==> src/rtl/hilo_div_unit.sv <==
// Iterative radix-2 restoring divider for DIV/DIVU; returns {HI, LO} = {remainder, quotient}.
// Optional macro DIV_ZERO_SHORTCUT_EN: zero divisor short-circuits through BYZERO with result 0.
module hilo_div_unit (
    input  logic        clk,
    input  logic        rst,
    input  logic        start,
    input  logic        signed_div,
    input  logic        annul,
    input  logic [31:0] opdata1,
    input  logic [31:0] opdata2,
    output logic [63:0] result,
    output logic        ready,
    output logic        stall
);

    typedef enum logic [1:0] {S_IDLE, S_BYZERO, S_ON, S_END} state_t;

    state_t      state_q, state_d;
    logic [5:0]  cnt_q, cnt_d;
    logic [64:0] work_q, work_d;
    logic [31:0] divisor_q, divisor_d;
    logic        neg_quo_q, neg_quo_d;
    logic        neg_rem_q, neg_rem_d;
    logic [63:0] result_q, result_d;
    logic        ready_q, ready_d;

    logic [31:0] abs_dividend, abs_divisor;
    logic [64:0] shifted, step;
    logic [33:0] trial;
    logic [31:0] quo_fix, rem_fix;

    always_comb begin
        abs_dividend = (signed_div && opdata1[31]) ? (~opdata1 + 32'd1) : opdata1;
        abs_divisor  = (signed_div && opdata2[31]) ? (~opdata2 + 32'd1) : opdata2;

        // Extra top bit of trial is the borrow of the 33-bit subtraction.
        shifted = work_q << 1;
        trial   = {1'b0, shifted[64:32]} - {2'b00, divisor_q};
        step    = trial[33] ? shifted : {trial[32:0], shifted[31:0] | 32'd1};

        quo_fix = neg_quo_q ? (~step[31:0] + 32'd1)  : step[31:0];
        rem_fix = neg_rem_q ? (~step[63:32] + 32'd1) : step[63:32];

        state_d   = state_q;
        cnt_d     = cnt_q;
        work_d    = work_q;
        divisor_d = divisor_q;
        neg_quo_d = neg_quo_q;
        neg_rem_d = neg_rem_q;
        result_d  = result_q;
        ready_d   = 1'b0;

        case (state_q)
            S_IDLE: begin
                if (start && !annul) begin
                    work_d    = {33'd0, abs_dividend};
                    divisor_d = abs_divisor;
                    neg_quo_d = signed_div & (opdata1[31] ^ opdata2[31]);
                    neg_rem_d = signed_div & opdata1[31];
                    cnt_d     = 6'd0;
`ifdef DIV_ZERO_SHORTCUT_EN
                    state_d   = (opdata2 == 32'd0) ? S_BYZERO : S_ON;
`else
                    state_d   = S_ON;
`endif
                end
            end
            S_BYZERO: begin
`ifdef DIV_ZERO_SHORTCUT_EN
                if (annul) begin
                    state_d = S_IDLE;
                end else begin
                    state_d  = S_END;
                    result_d = 64'd0;
                    ready_d  = 1'b1;
                end
`else
                state_d = S_IDLE;
`endif
            end
            S_ON: begin
                if (annul) begin
                    state_d = S_IDLE;
                end else begin
                    work_d = step;
                    cnt_d  = cnt_q + 6'd1;
                    // Last step: commit the sign-fixed result so ready lines up with END.
                    if (cnt_q == 6'd31) begin
                        state_d  = S_END;
                        result_d = {rem_fix, quo_fix};
                        ready_d  = 1'b1;
                    end
                end
            end
            default: state_d = S_IDLE;
        endcase
    end

    always_ff @(posedge clk or posedge rst) begin
        if (rst) begin
            state_q   <= S_IDLE;
            cnt_q     <= 6'd0;
            work_q    <= 65'd0;
            divisor_q <= 32'd0;
            neg_quo_q <= 1'b0;
            neg_rem_q <= 1'b0;
            result_q  <= 64'd0;
            ready_q   <= 1'b0;
        end else begin
            state_q   <= state_d;
            cnt_q     <= cnt_d;
            work_q    <= work_d;
            divisor_q <= divisor_d;
            neg_quo_q <= neg_quo_d;
            neg_rem_q <= neg_rem_d;
            result_q  <= result_d;
            ready_q   <= ready_d;
        end
    end

    assign result = result_q;
    assign ready  = ready_q;
    assign stall  = (state_q == S_ON) || (state_q == S_BYZERO) ||
                    ((state_q == S_IDLE) && start && !annul);

endmodule

==> config.mk <==
export PLATFORM = sky130hd
export DESIGN_NAME = hilo_div_unit
export DESIGN_NICKNAME = d
export VERILOG_FILES = /design/src/rtl/hilo_div_unit.sv
export SDC_FILE = /design/constraint.sdc
export NUM_CORES = 1
export LEC_CHECK = 0
export BUFFER_PORTS_ARGS = -buffer_cell sky130_fd_sc_hd__buf_4
export CORE_ASPECT_RATIO = 0.6
export CORE_MARGIN = 2
export CORE_UTILIZATION = 50
export DETAILED_ROUTE_END_ITERATION = 12
export MAX_ROUTING_LAYER = met4
export PLACE_DENSITY = 0.67
export SETUP_SLACK_MARGIN = 0.15
export SLEW_MARGIN = 10
export SYNTH_ARGS = -nofsm -noshare
export SYNTH_HDL_FRONTEND = slang
export SYNTH_SLANG_ARGS = --single-unit
==> constraint.sdc <==
create_clock -name clk -period 12.5 [get_ports clk]
set_input_delay 3.75 -clock clk [delete_from_list [all_inputs] [get_ports clk]]
set_output_delay 3.75 -clock clk [all_outputs]
set_load 0.1 [all_outputs]
# [Word level (Yosys, flattened, before mapping)]
# Index checks and enable logic that the tools add are counted.
[op_classes] n_addsub=6 eq_ne=6 mux=18 n_bitwise=8 n_reduce_logical=14
[ops] operator="$mux W64" count=3
[ops] operator="$add A32 B1 Y32 const B" count=4
[ops] operator="$mux W32" count=4
[ops] operator="$not A32 Y32" count=4
[ops] operator="$pmux W64 S2" count=1
[ops] operator="$sub A33 B32 Y34" count=1
[ops] operator="$mux W6" count=2
[ops] operator="$pmux W6 S2" count=1
[ops] operator="$add A6 B1 Y6 const B" count=1
[ops] operator="$eq A6 B5 Y1 const B" count=1
[ops] operator="$mux W2" count=3
[ops] operator="$reduce_and A3 Y1" count=2
[ops] operator="$logic_and A1 B1 Y1" count=5
[ops] operator="$ne A2 B2 Y1 const B" count=2
[ops] operator="$pmux W2 S2" count=1
[ops] operator="$reduce_and A2 Y1" count=2
[ops] operator="$mux W1" count=3
[ops] operator="$ne A3 B3 Y1 const B" count=1
[ops] operator="$and A1 B1 Y1" count=2
[ops] operator="$eq A2 B1 Y1 const B" count=1
[ops] operator="$eq A2 B2 Y1 const B" count=1
[ops] operator="$logic_not A2 Y1" count=1
[ops] operator="$logic_or A1 B1 Y1" count=2
[ops] operator="$reduce_bool A2 Y1" count=1
[ops] operator="3 further kinds" count=3
[word_totals] ff_bits=171 in_bits=69 out_inout_bits=66

# [Longest topological paths before layout]
[depth] word_depth=5 ltp_mapped=23 depth_no_buf=19

# [Least setup slack after synthesis]
# Ideal clock, no wire load.
[synth_timing] kind="input-to-output" start="input port annul" end="output port stall" arrival_time_ns=4.899 required_ns=8.750 path_slack_ns=3.851 path_stages=3 cell_sequence="nand3b_1 > clkbuf_1 > nand2b_1"
[synth_between] elab_chain_len=3
[synth_lines] element="start, declared" line_no="8" source="input logic annul,"
[synth_lines] element="$logic_not A1 Y1" line_no="124" source="((state_q == S_IDLE) && start && !annul);"
[synth_lines] element="$logic_and A1 B1 Y1" line_no="124"
[synth_lines] element="$logic_or A1 B1 Y1" line_no="123" source="assign stall = (state_q == S_ON) || (state_q == S_BYZERO) ||"
[synth_lines] element="end, declared" line_no="13" source="output logic stall"
# No other way between the ends.

# [Worst setup path after layout]
# Same ends and word-level chain as after synthesis.

==> results.md <==
* Non-filler instance count after layout at 1882
* Fraction of registers with async set/reset at 1.00
* Crit-path max FO at 5
* Pre-CTS setup slack at 4340 ps
* Synth Cell Area at 11900 sq um
* Worst-path clk slew at 70 ps
* Req. time, crit path at 8750 ps
* Distinct cells, synth at 73
* Worst setup path end: stall
* DRT Pass-1 Iters at 5
* FF-to-FF path depth at 17
* H-tree levels at 4
* Hold buffer count at cts at 0
* Drt wl/cell at 17.6 um
* DR vias at 10700
* Drt total wl at 33.2 mm
* Reg-to-reg critical path endpoint: result[62]
* CTS Sinks at 171
* Core ar. at 23200 sq um
* HPWL after detailed placement at 24.9 mm
* GPL Wtd Cong at 0.943
* Worst Setup Slack, final at 4330 ps
* # Max-Cap Violations at 0
* Ys flop type: dfrtp_1
* # diodes at 0
* Post-CTS resize count at 0
* First-pass GRT wire length at 52.7 mm
* Initial drt markers at 819
* Io pins at 135
* CTS tree: done
* Yosys warning count at 0
* Critical path arrival at 4420 ps
* Port bufs at 134
* All-Layer GR Usage at 0.278
* Pleak at 6.05 nW
* Final setup TNS at 0 ps
* Reg2Reg Setup Slack at 6800 ps
* CP Class: in -> out
* Total CTS buffers at 17
* Via density at 5.68
* Antenna viol nets, final at 0
* Share of layout cells above drive strength 1 at 0.139
* Final-report hold violation count at 0
* Final number of setup-violating endpoints at 0
* Pwr/cell area at 245 nW/um^2
* Setup Buffers After CTS at 0
* # rows at 43
* Final core occ at 0.587
* Latest clock arrival within the worst-skew pair at 450 ps
* Final Max Tran Viols at 0
* Reg-to-Reg Start: work_q[47]
* GRT Residual Overflow at 0
* Rel. slew slack at 0.219
* Yosys reg bits at 171
* CP startpoint: annul
* Fmax at 0.122 GHz
* HP Class: reg -> reg
* Initial antenna violation count at 1
* Initial Utilization at 0.511
* Crit. End Element: primary output
* Die H at 123 um
* Startpoint Class: primary input
* Register area share after synthesis at 0.361
* Worst-case clock buffer depth at 2
* RSZ-0062 raised after global routing: false
* Number of global-route vias before repair at 9648
* EDFF count, synth at 0
* Worst-margin pin slew at 1160 ps
* Post-Syn Nets at 1577
* Final Cycle Share at 0.654
* Outcome: completed
* Hold path depth at 2
* Crit path time final at 8170 ps
* Final net count at 1665
* Syn-to-layout area delta at 14.8%
* Setup Skew at 11.6 ps
* Synth Instances at 1468
* Die area at 25000 sq um
* Placed insts at 1852
* Largest net degree at the start of global routing at 75
* Post-synthesis average cell area at 8.07 sq um
* Power, Total at 0.00334 W
* CTS root buf: clkbuf_16
* DRC Markers at 0
* Peak VDD IR at 0.000134 V
* Width of the die at 203 um
-- how the worst min path moves through the flow --
stage | to | from | slack [ps]
final | result[36] | result[36] | 480
after global routing | divisor_q[19] | divisor_q[19] | 500
after CTS | result[36] | result[36] | 470
after detailed placement | result[36] | result[36] | 460
after global placement | result[36] | result[36] | 450
after floorplan | divisor_q[10] | divisor_q[10] | 450
-- layout make-up --
type,count,area [sq um]
clock buffers,18,439
clock inverters,12,119
fillers,2164,9590
inverters,59,226
multi-input cells,1163,7060
flip-flops and latches,171,4280
well taps,315,394
repair buffers,144,1080
-- cells by family after synthesis --
kind of cell	count (synthesis)	share of synthesized area
simple gates	499	0.194
buf+inv	134	0.0443
fa+ha+maj	40	0.0429
compound gates	446	0.222
mux	29	0.0251
xor+xnor	149	0.110
flops	171	0.361
-- critical path, stage by stage --
cell and delay, ps:
buf_4 130, nand3b_1 170, nand2b_1 90, buf_4 280
-- sequential cells by signal, summed over array words and instances, names as in the netlist --
name       flops
neg_quo_q      1
result        64
cnt_q          6
state_q        2
divisor_q     32
ready          1
work_q        64
neg_rem_q      1
-- where the power goes --
group	leakage (nW)	switching (W)	internal, W	total, W
clock network	0.258	0.000241	0.000279	0.000521
registers	2.28	0.000157	0.000679	0.000836
logic	3.51	0.00125	0.000730	0.00198
-- per-layer routing --
layer,wire length [um],vias to the layer above,global-route usage
met5,0,-,-
met4,382,0,0.0625
met3,1880,24,0.0496
met2,13300,254,0.374
met1,17600,5108,0.429
li1,-,5306,-
-- cells in the final DEF (no fill, tap or decap), drive strengths merged, types with 4 or more instances in the layout --
cell type,n
a31oi,7
nor2,100
nor4b,5
xnor2,72
o22ai,17
nand2b,19
and2,8
o21a,4
nor2b,5
inv,61
xor2,77
or2,5
o2111ai,5
or4,5
mux2i,23
dfrtp,171
a21boi,4
a21o,8
a2111oi,4
nand3,16
o41ai,12
nand4,8
mux2,6
o211ai,5
clkbuf,18
buf,144
clkinv,4
nor3,33
a211oi,8
nand3b,6
nand2,253
nor4,10
clkinvlp,5
o31ai,23
o21ai,206
or3,14
ha,39
a21oi,123
-- cell usage after synthesis, types with 7 or more instances --
cell,instances,area (sq um)
and2_1,8,50.1
nor2_1,98,368
a21oi_1,116,581
buf_1,7,26.3
a31oi_1,7,43.8
dfrtp_1,171,4280
inv_1,58,218
nand3_1,16,80.1
o22ai_1,17,106
nand2b_1,18,113
o21ai_0,198,991
o41ai_1,12,105
nand2_1,252,946
nor4_1,10,62.6
xor2_1,77,674
or3_1,12,75.1
nor3_1,31,155
clkbuf_1,60,225
o31ai_1,22,165
mux2i_1,23,230
a21o_1,8,60.1
ha_1,39,488
xnor2_1,72,631
a211oi_1,7,52.6
o21ai_1,7,35.0
-- stage by stage --
step	hold WS (ps)	cell area [sq um]
after global routing	503	13600
after CTS	474	13600
after floorplan	450	11900
final	478	13600
after detailed placement	459	13000
after global placement	454	13000
(Power assumes the default switching activity.)
